==> src/rtl/divr2_core.sv <==
// Iterative radix-2 restoring divider (signed/unsigned) with a one-cycle done pulse.
// Optional early-out for divide-by-zero and |dividend| < |divisor|: define DIVR2_EARLY_OUT_EN.
module divr2_core #(
  parameter int unsigned WIDTH = 32
) (
  input  logic             clk,
  input  logic             rst,
  input  logic [WIDTH-1:0] zdividend,
  input  logic [WIDTH-1:0] zdivisor,
  input  logic             valid_in,
  input  logic             sign,
  output logic [WIDTH-1:0] q,
  output logic [WIDTH-1:0] r,
  output logic             done,
  output logic             free,
  output logic             sign_o
);

  localparam int unsigned CW = (WIDTH > 1) ? $clog2(WIDTH) : 1;
  localparam logic [CW-1:0] LAST = CW'(WIDTH - 1);

  typedef enum logic [1:0] {
    IDLE,
    ITER,
`ifdef DIVR2_EARLY_OUT_EN
    BYPASS,
`endif
    POST
  } state_t;

  state_t           state, state_nxt;
  logic [CW-1:0]    count;
  logic [WIDTH-1:0] quo;      // dividend bits shift out MSB-first, quotient bits shift in
  logic [WIDTH-1:0] rem;
  logic [WIDTH-1:0] dsr;
  logic [WIDTH-1:0] dvd_raw;
  logic             qneg, rneg, divzero, mode;

  logic             accept;
  logic [WIDTH-1:0] a_abs, b_abs;
  logic [WIDTH:0]   rem_sh, diff;
  logic             step_ok;
  logic             early;

  assign free   = (state == IDLE);
  assign accept = valid_in & free;

  always_comb begin
    a_abs   = (sign & zdividend[WIDTH-1]) ? -zdividend : zdividend;
    b_abs   = (sign & zdivisor[WIDTH-1])  ? -zdivisor  : zdivisor;
    rem_sh  = {rem, quo[WIDTH-1]};
    diff    = rem_sh - {1'b0, dsr};
    step_ok = ~diff[WIDTH];
`ifdef DIVR2_EARLY_OUT_EN
    early   = (zdivisor == '0) || (a_abs < b_abs);
`else
    early   = 1'b0;
`endif
  end

  always_ff @(posedge clk or posedge rst) begin
    if (rst) state <= IDLE;
    else     state <= state_nxt;
  end

  always_comb begin
    state_nxt = state;
    case (state)
      IDLE: begin
        if (accept) begin
`ifdef DIVR2_EARLY_OUT_EN
          state_nxt = early ? BYPASS : ITER;
`else
          state_nxt = ITER;
`endif
        end
      end
      ITER:   if (count == LAST) state_nxt = POST;
`ifdef DIVR2_EARLY_OUT_EN
      BYPASS: state_nxt = POST;
`endif
      POST:   state_nxt = IDLE;
      default: state_nxt = IDLE;
    endcase
  end

  always_ff @(posedge clk or posedge rst) begin
    if (rst) begin
      count   <= '0;
      quo     <= '0;
      rem     <= '0;
      dsr     <= '0;
      dvd_raw <= '0;
      qneg    <= 1'b0;
      rneg    <= 1'b0;
      divzero <= 1'b0;
      mode    <= 1'b0;
      q       <= '0;
      r       <= '0;
      done    <= 1'b0;
      sign_o  <= 1'b0;
    end else begin
      done <= 1'b0;
      case (state)
        IDLE: begin
          if (accept) begin
            count   <= '0;
            dsr     <= b_abs;
            dvd_raw <= zdividend;
            qneg    <= sign & (zdividend[WIDTH-1] ^ zdivisor[WIDTH-1]);
            rneg    <= sign & zdividend[WIDTH-1];
            divzero <= (zdivisor == '0);
            mode    <= sign;
            // Bypass preloads the final magnitudes: quotient 0, remainder |dividend|.
            if (early) begin
              quo <= '0;
              rem <= a_abs;
            end else begin
              quo <= a_abs;
              rem <= '0;
            end
          end
        end
        ITER: begin
          quo   <= {quo[WIDTH-2:0], step_ok};
          rem   <= step_ok ? diff[WIDTH-1:0] : rem_sh[WIDTH-1:0];
          count <= count + CW'(1);
        end
        POST: begin
          done   <= 1'b1;
          sign_o <= mode;
          if (divzero) begin
            q <= '1;
            r <= dvd_raw;
          end else begin
            q <= qneg ? -quo : quo;
            r <= rneg ? -rem : rem;
          end
        end
        default: ;
      endcase
    end
  end

endmodule

==> config.mk <==
export PLATFORM = sky130hd
export DESIGN_NAME = divr2_core
export DESIGN_NICKNAME = d
export VERILOG_FILES = /design/src/rtl/divr2_core.sv
export SDC_FILE = /design/constraint.sdc
export NUM_CORES = 1
export LEC_CHECK = 0
export BUFFER_PORTS_ARGS = -buffer_cell sky130_fd_sc_hd__buf_2
export CAP_MARGIN = 20
export CORE_UTILIZATION = 33
export DETAILED_ROUTE_END_ITERATION = 8
export GPL_ROUTABILITY_DRIVEN = 0
export SLEW_MARGIN = 30
export SYNTH_ARGS = -nofsm -noshare
export SYNTH_HDL_FRONTEND = slang
export SYNTH_SLANG_ARGS = --single-unit
==> constraint.sdc <==
create_clock -name clk -period 8 [get_ports clk]
set_clock_uncertainty 0.1 [all_clocks]
set_input_delay 1.2 -clock clk [delete_from_list [all_inputs] [get_ports clk]]
set_output_delay 1.2 -clock clk [all_outputs]
set_load 0.005 [all_outputs]
==> results of run 1 <==
-- stage by stage --
stage               hold slack [ps]  power [mW]  setup slack [ps]
floorplan                     337.4       4.199              1104
global placement              356.3       4.922              4041
detailed placement            362.3       4.994              3972
CTS                           378.0       6.098              3927
global route                  395.1       6.587              3551
finish                        375.1       6.072              3896
-- metal layers --
layer | global-route usage [%] | vias to the layer above
li1 | - | 5282
met1 | 25.80 | 5091
met2 | 29.46 | 240
met3 | 2.132 | 47
met4 | 4.427 | 0
met5 | 0 | -
-- report_power, final --
part	switching, mW	leakage (nW)	internal, mW
Combinational	1.74	3.62	1.33
Clock	0.444	0.388	0.637
Sequential	0.481	2.46	1.44
-- registers in the layout, summed over array words and instances, names as in the netlist, 2 cells and up --
name	cells
count	5
dvd_raw	32
r	32
state	2
q	32
dsr	32
rem	32
quo	32
-- worst max-delay path by stage --
| stage | from | end |
|---|---|---|
| final | rem[24] | rem[26] |
| after global routing | rem[24] | rem[26] |
| after CTS | rem[24] | rem[26] |
| after detailed placement | rem[24] | rem[26] |
| after global placement | rem[24] | rem[30] |
| after floorplan | rst | count[0] |
-- kinds of logic (layout without fill, tap and decap cells) --
| family | after synthesis | in the layout | synth area share [%] |
|---|---|---|---|
| other cells | 0 | 2 | 0 |
| compound gates | 421 | 421 | 20.46 |
| simple gates | 491 | 491 | 17.78 |
| flops | 205 | 205 | 41.29 |
| buf+inv | 125 | 238 | 3.857 |
| mux | 28 | 28 | 2.256 |
| xor+xnor | 147 | 147 | 10.36 |
| fa+ha+maj | 39 | 39 | 3.988 |
-- layout make-up --
| class | count | area (um^2) |
|---|---|---|
| multi-input combinational | 1126 | 6835 |
| sequential | 205 | 5134 |
| fill | 3795 | 22490 |
| tap | 468 | 585.6 |
| clock inverter | 8 | 76.32 |
| timing repair buffer | 145 | 757.0 |
| antenna | 2 | 5.005 |
| clock buffer | 34 | 698.2 |
| inverter | 51 | 203.9 |
-- Yosys cell counts, types with 3 or more instances --
master / count
nand2b_1: 8
or4_1: 11
o31ai_1: 24
a21boi_0: 4
o31ai_2: 3
o22a_1: 3
a31oi_1: 7
or3_1: 9
dfrtp_1: 205
inv_1: 51
nor2_1: 95
clkbuf_1: 60
o21ai_0: 153
nor4_1: 10
nor3b_1: 3
nor3_1: 17
or2_2: 5
mux2i_1: 28
o21ai_1: 23
a211oi_1: 3
or4_4: 6
buf_1: 10
a21o_1: 16
and2_1: 9
nor2b_1: 5
nand3_1: 42
a21oi_1: 108
nand4_1: 3
xor2_1: 92
xnor2_1: 55
ha_1: 38
o211ai_1: 3
nand2_1: 249
o21a_1: 7
a221o_1: 3
a22oi_1: 30
o41ai_1: 14
and3_1: 11
-- worst max-delay path, delay by kind of cell, from the launching register on --
kind | cells | cell delay [ps]
AO/OA/AOI/OAI | 6 | 1640
AND/OR/NAND/NOR | 2 | 780
buffers and inverters | 1 | 450
flip-flops | 1 | 440
adder cells (fa/ha/maj) | 1 | 400
multiplexers | 1 | 190
==> results.sh, run 1 <==
export IMPL_avgSynthCellArea_um2=8.533
export IMPL_fin_area_um2=14300
export IMPL_syn_inst=1456
export IMPL_worstSkewPairLatency_ps=540
export IMPL_ctsHoldBuffers=0
export IMPL_clk_path_buf_depth=3
export IMPL_holdPathEnd="dsr[26]"
export IMPL_wl_met1_um=16990
export IMPL_start_util_pct=33.78
export IMPL_maxSlewViolCount=0
export IMPL_hpwl_um=25820
export IMPL_period_minus_slack_ps=4104
export IMPL_io_buffers=134
export IMPL_wire_per_inst_um=17.25
export IMPL_io_pins=135
export IMPL_r2r_end="rem[26]"
export IMPL_ant_nets=0
export IMPL_crit_path_end_kind="flip-flop"
export IMPL_async_flop_share_pct=100.0
export IMPL_arrival_ps=4430
export IMPL_remaining_drc_errors=0
export IMPL_yosysTopAreaCellShare_pct=41.29
export IMPL_synthTopCellsByArea="dfrtp_1, nand2_1, xor2_1"
export IMPL_clk_pin_slew_ps=60
export IMPL_max_freq_mhz=243.7
export IMPL_routed_wl_met2_um=15940
export IMPL_rr_worst_depth=11
export IMPL_crit_slowest_cell="a2111oi_0"
export IMPL_placed_area_um2=13500
export IMPL_start_kind="flip-flop"
export IMPL_period_share_pct=51.30
export IMPL_grt_pass1_wl_um=56010
export IMPL_grt_max_degree=134
export IMPL_grt_use_total_pct=18.19
export IMPL_die_y_um=196.0
export IMPL_final_common_cell="nand2_1"
export IMPL_rsz0062_at_grt="false"
export IMPL_slowest_delay_ps=620
export IMPL_synth_cell_types=61
export IMPL_root_buffer="clkbuf_16"
export IMPL_synth_edf_count=0
export IMPL_mostFrequentLayoutCells="nand2_1, dfrtp_1, o21ai_0, buf_2, a21oi_1"
export IMPL_layout_nets=1660
export IMPL_finalSetupTns_ps=0
export IMPL_r2r_setup_slack_ps=3900
export IMPL_cts_resized=0
export IMPL_top_layer="met4"
export IMPL_tritoncts="yes"
export IMPL_drive_gt1_share_pct=13.58
export IMPL_first_pass_iters=5
export IMPL_required_ps=8330
export IMPL_core_um2=36790
export IMPL_netlist_area_um2=12420
export IMPL_cts_htree_levels=1
export IMPL_dieArea_um2=38430
export IMPL_worst_setup_path_type="reg2reg"
export IMPL_syn_nets=1563
export IMPL_yosysWarnings=0
export IMPL_ir_worst_vdd_mv=0.1771
export IMPL_status="finished clean"
export IMPL_power_density_nw_per_um2=424.7
export IMPL_via_count=10660
export IMPL_post_cts_buffers=0
export IMPL_hold_violations=0
export IMPL_finalSetupViolCount=0
export IMPL_ys_ff_latch=205
export IMPL_rows=70
export IMPL_crit_fanout=22
export IMPL_slew_headroom_pct=33.76
export IMPL_syn2layout_area_growth_pct=15.06
export IMPL_synth_top_area_cell="dfrtp_1"
export IMPL_timing_max_cap_violations=0
export IMPL_final_cells=2039
export IMPL_p_leak_nw=6.476
export IMPL_wl_met3_um=1457
export IMPL_grt_pass1_vias=10170
export IMPL_antenna_found_initial=0
export IMPL_via_per_inst=5.228
export IMPL_finish_utilization_pct=38.86
export IMPL_r2r_start="rem[24]"
export IMPL_numCtsBuffers=24
export IMPL_drt_iter0_drc=671
export IMPL_hp_class="reg2reg"
export IMPL_wl_um=35180
export IMPL_synth_yosys_seq_area_share_pct=41.29
export IMPL_hold_depth=2
export IMPL_die_w_um=196.0
export IMPL_worst_pin_slew_ps=981.1
export IMPL_holdCritStartpoint="dsr[26]"
export IMPL_overflow=0
export IMPL_cts_sinks=205
export IMPL_ys_flop_type="dfrtp_1"
export IMPL_place_inst=1995
export IMPL_worstPathCellList="ha_1 > a21o_1 > a21o_1 > a2111oi_0 > o41ai_1 > mux2i_1 > o41ai_1 > nor2_2 > buf_4 > nand2_1 > o21ai_0"
Power figures use the tool's default switching activity.
==> run 2, diff against run 1 <==
--- a/config.mk
+++ b/config.mk
@@ -5,6 +5,7 @@
 export SDC_FILE = /design/constraint.sdc
 export NUM_CORES = 1
 export LEC_CHECK = 0
+export ABC_AREA = 1
 export BUFFER_PORTS_ARGS = -buffer_cell sky130_fd_sc_hd__buf_2
 export CAP_MARGIN = 20
 export CORE_UTILIZATION = 33
==> constraint.sdc (replaced) <==
create_clock -name clk -period 4.1 [get_ports clk]
set_clock_uncertainty 0.1 [all_clocks]
set_input_delay 0.615 -clock clk [delete_from_list [all_inputs] [get_ports clk]]
set_output_delay 0.615 -clock clk [all_outputs]
set_load 0.005 [all_outputs]
==> run 2 against run 1 <==
Area after synthesis up 18%. Largest cell class unchanged. Routed wire length up 38%. Largest power group unchanged. Critical path type unchanged. Final cell count up 43%. Utilization down 0.31 points.
==> results.sh, run 2 <==
export IMPL_status="finished clean"
export IMPL_max_freq_mhz=369.9
export IMPL_period_share_pct=65.93
export IMPL_syn_nets=2316
export IMPL_wire_per_inst_um=16.60
export IMPL_die_y_um=212.9
export IMPL_rows=76
export IMPL_tritoncts="yes"
export IMPL_io_buffers=134
export IMPL_synth_common_cells="nand2_1, inv_1, nand3_1"
export IMPL_finalSetupViolCount=0
export IMPL_root_buffer="clkbuf_16"
export IMPL_yosysTopAreaCellShare_pct=34.97
export IMPL_final_common_cell="nand2_1"
export IMPL_synth_edf_count=0
export IMPL_hold_violations=0
export IMPL_ir_worst_vdd_mv=0.3563
export IMPL_finalSetupTns_ps=0
export IMPL_syn_inst=2209
export IMPL_ys_flop_type="dfrtp_1"
export IMPL_hp_class="in2reg"
export IMPL_required_ps=4430
export IMPL_synth_cell_types=49
export IMPL_clk_pin_slew_ps=60
export IMPL_power_density_nw_per_um2=860.9
export IMPL_mostFrequentLayoutCells="nand2_1, inv_1, nand3_1, nor2_1, dfrtp_1"
export IMPL_cts_resized=0
export IMPL_start_kind="flip-flop"
export IMPL_worst_setup_path_type="reg2reg"
export IMPL_layout_nets=2422
export IMPL_synth_yosys_seq_area_share_pct=34.97
export IMPL_dp_slack_ps=1333
export IMPL_grt_pass1_wl_um=76730
export IMPL_remaining_drc_errors=0
export IMPL_grt_pass1_vias=13904
export IMPL_async_flop_share_pct=100.0
export IMPL_dieArea_um2=45310
export IMPL_io_pins=135
export IMPL_via_per_inst=5.136
export IMPL_overflow=0
export IMPL_syn2layout_area_growth_pct=14.17
export IMPL_arrival_ps=3040
export IMPL_fin_ws_ps=1397
export IMPL_ant_nets=0
export IMPL_crit_fanout=16
export IMPL_finalPower_mw=14.42
export IMPL_post_cts_buffers=0
export IMPL_synth_top_area_cell="dfrtp_1"
export IMPL_drt_iter0_drc=1416
export IMPL_ys_ff_latch=205
export IMPL_maxSlewViolCount=0
export IMPL_timing_max_cap_violations=0
export IMPL_numCtsBuffers=24
export IMPL_worstSetupStartpoint="quo[31]"
export IMPL_clk_path_buf_depth=3
export IMPL_synthTopCellsByArea="dfrtp_1, nand2_1, inv_1"
export IMPL_worst_pin_slew_ps=840.4
export IMPL_antenna_found_initial=2
export IMPL_r2r_start="quo[31]"
export IMPL_p_leak_nw=8.508
export IMPL_hpwl_um=38050
export IMPL_placed_area_um2=15910
export IMPL_avgSynthCellArea_um2=6.642
export IMPL_yosysWarnings=0
export IMPL_cts_htree_levels=1
export IMPL_rsz0062_at_grt="false"
export IMPL_drive_gt1_share_pct=12.05
export IMPL_via_count=14993
export IMPL_first_pass_iters=6
export IMPL_fillers=4647
export IMPL_crit_path_end_kind="flip-flop"
export IMPL_holdCritStartpoint="zdividend[31]"
export IMPL_grt_use_total_pct=21.47
export IMPL_cts_sinks=205
export IMPL_period_minus_slack_ps=2703
export IMPL_die_w_um=212.9
export IMPL_core_um2=43460
export IMPL_yosysMostFrequentCell="nand2_1"
export IMPL_netlist_area_um2=14670
export IMPL_wl_um=48470
export IMPL_slew_headroom_pct=43.84
export IMPL_start_util_pct=33.76
export IMPL_finish_utilization_pct=38.55
export IMPL_worstSkewPairLatency_ps=550
export IMPL_grt_max_degree=72
export IMPL_fin_area_um2=16750
==> run 2: cell types whose count changed after synthesis, sizes merged, moves of 41 or more <==
cell | before | now
a21oi | 108 | 67
inv | 51 | 318
nand3 | 42 | 231
nor2 | 96 | 220
xor2 | 92 | 47
xnor2 | 55 | 12
nand2 | 249 | 698
o21ai | 176 | 124
==> run 2: area by class of cell <==
class / count / area [um^2] / area share [%]
repair buffers: 152 / 820.8 / 4.900
diodes: 2 / 5.005 / 0.02988
inverters: 322 / 1212 / 7.238
clock buffers: 32 / 690.7 / 4.123
multi-input cells: 1610 / 8028 / 47.92
clock inverters: 11 / 131.4 / 0.7843
well taps: 585 / 732.0 / 4.370
flip-flops and latches: 205 / 5131 / 30.63
==> run 2: power breakdown <==
part	internal [mW]	total (mW)	switching, mW
logic	2.89	8.48	5.59
clock network	1.31	2.24	0.922
registers	2.81	3.71	0.894
total	7.02	14.4	7.40
==> run 2: kinds of logic after synthesis <==
| group | Yosys count | synth area share [%] |
|---|---|---|
| compound gates | 277 | 10.88 |
| xor+xnor | 59 | 3.522 |
| fa+ha+maj | 39 | 3.377 |
| buf+inv | 394 | 10.51 |
| flops | 205 | 34.97 |
| simple gates | 1235 | 36.75 |
==> run 2: per-layer routing <==
metal  track usage, %  up-vias  share of wire, %
met3            2.647       78               7.1
met4            5.681        0               2.4
met1            31.28     7073                46
met2            33.26      553                44
li1                 -     7289                 -
met5                0        -                 0
==> run 2: timing repair <==
action | 4_1_cts | 5_1_grt
endpoints found under the setup margin | 0 | 0
endpoints found under the hold margin | 16 | 0
hold buffers | 1 | 0
==> run 2: worst max-delay path, stage by stage, from the launching register on <==
cell and delay, ps:
dfrtp_1 370, inv_1 100, ha_1 240, fa_1 400, inv_1 110, nand2_1 50, nand2_1 90, nand3_1 90
nand2_2 120, nand2_2 70, nand2_2 80, nand2_4 80, nand2_4 90, nand2_4 120, nand3_1 260, nand2_1 90
nand2_1 70, nand2_1 50
==> run 2: worst paths after layout <==
path	slack, ps	endpoint	cells after the start
setup / recovery	1400	rem[30]	17
hold / removal	250	dvd_raw[31]	3
setup reg to reg	1400	rem[30]	17
hold reg to reg	380	r[24]	2
max in group asynchronous	2250	rem[18]	4
min in group asynchronous	540	q[23]	3
==> run 2: stage by stage <==
step,cells,hold WS (ps)
after floorplan,2209,343.6
after global placement,2873,362.2
after detailed placement,2873,364.0
after CTS,2917,231.9
after global routing,2919,257.6
final,2919,250.6
==> run 3, diff against run 2 <==
--- a/config.mk
+++ b/config.mk
@@ -5,7 +5,7 @@
 export SDC_FILE = /design/constraint.sdc
 export NUM_CORES = 1
 export LEC_CHECK = 0
-export ABC_AREA = 1
+export ABC_AREA = 0
 export BUFFER_PORTS_ARGS = -buffer_cell sky130_fd_sc_hd__buf_2
 export CAP_MARGIN = 20
 export CORE_UTILIZATION = 33
==> constraint.sdc (replaced) <==
create_clock -name clk -period 2.6 [get_ports clk]
set_clock_uncertainty 0.1 [all_clocks]
set_input_delay 0.39 -clock clk [delete_from_list [all_inputs] [get_ports clk]]
set_output_delay 0.39 -clock clk [all_outputs]
set_load 0.005 [all_outputs]
==> run 3 against run 2 <==
The flow now finishes with violations (negative setup slack). Die area is 15% lower. Register-to-register slack worse by 1800 ps. Setup slack lost 1800 ps. Via count is 23% lower. Count of clock-buffer cells in the layout grew 3. Routed wire length fell by 20%.
==> results.sh, run 3 (synthesis results as in run 1) <==
export IMPL_p_sw_mw=9.825
export IMPL_dp_slack_ps=-470.1
export IMPL_p_leak_nw=7.731
export IMPL_period_share_pct=116.2
export IMPL_drt_iter0_drc=664
export IMPL_status="finished, violations left"
export IMPL_fin_ws_ps=-419.9
export IMPL_placed_area_um2=15190
export IMPL_timing_hold_ws_ps=28.94
export IMPL_layout_nets=1886
export IMPL_final_cells=2265
export IMPL_antenna_found_initial=0
export IMPL_grt_pass1_wl_um=60990
export IMPL_via_count=11561
export IMPL_timing_max_cap_violations=0
export IMPL_swShare_pct=41.73
export IMPL_cts_htree_levels=1
export IMPL_final_common_cell="nand2_1"
export IMPL_grt_use_total_pct=19.93
export IMPL_cts_sinks=205
export IMPL_p_int_mw=13.72
export IMPL_place_inst=2193
export IMPL_rows=70
export IMPL_drive_gt1_share_pct=27.82
export IMPL_grt_pass1_vias=11285
export IMPL_wire_per_inst_um=17.14
export IMPL_slew_headroom_pct=56.78
export IMPL_dieArea_um2=38430
export IMPL_p_comb_share_pct=61.1
export IMPL_antennaDiodeCount=0
export IMPL_worst_setup_path_type="reg2reg"
export IMPL_crit_slowest_cell="a2111oi_4"
export IMPL_worst_pin_slew_ps=646.0
export IMPL_hpwl_um=28780
export IMPL_clockPowerShare_pct=15.6
export IMPL_arrival_ps=3310
export IMPL_period_minus_slack_ps=3020
export IMPL_io_buffers=134
export IMPL_maxSlewViolCount=0
export IMPL_numCtsBuffers=24
export IMPL_first_pass_iters=5
export IMPL_die_y_um=196.0
export IMPL_die_w_um=196.0
export IMPL_hold_violations=0
export IMPL_mostFrequentLayoutCells="nand2_1, buf_4, dfrtp_1, buf_2, o21ai_0"
export IMPL_required_ps=2890
export IMPL_hp_class="in2reg"
export IMPL_ir_worst_vdd_mv=0.5467
export IMPL_cp_num_buf_inv=2
export IMPL_via_per_inst=5.104
export IMPL_max_freq_mhz=331.1
export IMPL_syn2layout_area_growth_pct=34.59
export IMPL_io_pins=135
export IMPL_worstPathCellList="ha_4 > a21o_1 > a21o_1 > a2111oi_4 > o41ai_4 > mux2i_2 > o41ai_4 > nor2_4 > buf_6 > buf_12 > mux2i_1 > o21ai_1"
export IMPL_start_util_pct=33.78
export IMPL_power_density_nw_per_um2=1408
export IMPL_violations="negative setup slack"
export IMPL_core_um2=36790
export IMPL_grt_max_degree=87
export IMPL_clk_path_buf_depth=3
export IMPL_pwr_share_seq_pct=23.2
export IMPL_remaining_drc_errors=0
export IMPL_wl_um=38820
export IMPL_tritoncts="yes"
export IMPL_worstSkewPairLatency_ps=540
export IMPL_cp_top_family="compound AO/OA/AOI/OAI gates"
export IMPL_fin_area_um2=16720
export IMPL_slowest_delay_ps=440
export IMPL_ant_nets=0
export IMPL_overflow=0
export IMPL_crit_path_end_kind="flip-flop"
export IMPL_finalSetupViolCount=58
export IMPL_rsz0062_at_grt="true"
export IMPL_start_kind="flip-flop"
export IMPL_clk_pin_slew_ps=60
export IMPL_root_buffer="clkbuf_16"
export IMPL_crit_fanout=7
[run 3: metal layers]
layer / vias to the layer above / part of all wire, % / GRT usage [%]
met5: - / 0 / 0
met4: 0 / 3.2 / 6.395
met3: 59 / 3.7 / 1.891
met2: 268 / 46 / 32.90
met1: 5485 / 47 / 27.44
li1: 5749 / - / -
[run 3: path summary, 6_finish.rpt]
| kind | from | end | slack, ps | cells after the start |
|---|---|---|---|---|
| max in group asynchronous | rst | quo[14] | 1290 | 4 |
| min in group asynchronous | rst | quo[31] | 230 | 3 |
| max | rem[24] | rem[18] | -420 | 12 |
| min reg2reg | q[0] | q[0] | 370 | 2 |
| max reg2reg | rem[24] | rem[18] | -420 | 12 |
| min | zdividend[29] | dvd_raw[29] | 30 | 3 |
[run 3: timing repair]
action,4_1_cts,5_1_grt
pin swaps,36,39
hold buffers,2,0
buffers inserted,13,12
setup endpoints to repair,60,63
gates cloned,3,0
resized for setup,69,42
endpoints found under the hold margin,4,0
[run 3: cell type report]
cell class,count,area (um^2)
fillers,3608,20060
repair buffers,371,2611
clock buffers,35,701.9
well taps,468,585.6
clock inverters,9,158.9
multi-input cells,1126,7337
inverters,51,195.2
flip-flops and latches,205,5132
[run 3: power by group through the flow]
stage	Clock (mW)	Combinational, mW	Sequential (mW)
after floorplan	0	7.78	5.46
after global placement	0	12.4	5.39
after detailed placement	0	12.7	5.45
after CTS	3.74	13.9	5.42
after global routing	3.88	15.8	5.61
final	3.68	14.4	5.47
[run 3: per-stage QoR]
stage          total power, mW  setup TNS (ps)  utilization (%)
2_1_floorplan            13.24         -121500                -
3_3_place_gp             17.82          -15590            41.30
3_5_place_dp             18.11          -19490            41.30
4_1_cts                  23.08          -17180            44.80
5_1_grt                  25.29          -23220            45.46
6_report                 23.55          -16560            45.46
[run 3: tightest hold or removal path, delay by kind of cell]
kind	cells	cell delay, ps
simple gates	2	100
buf+inv	1	130
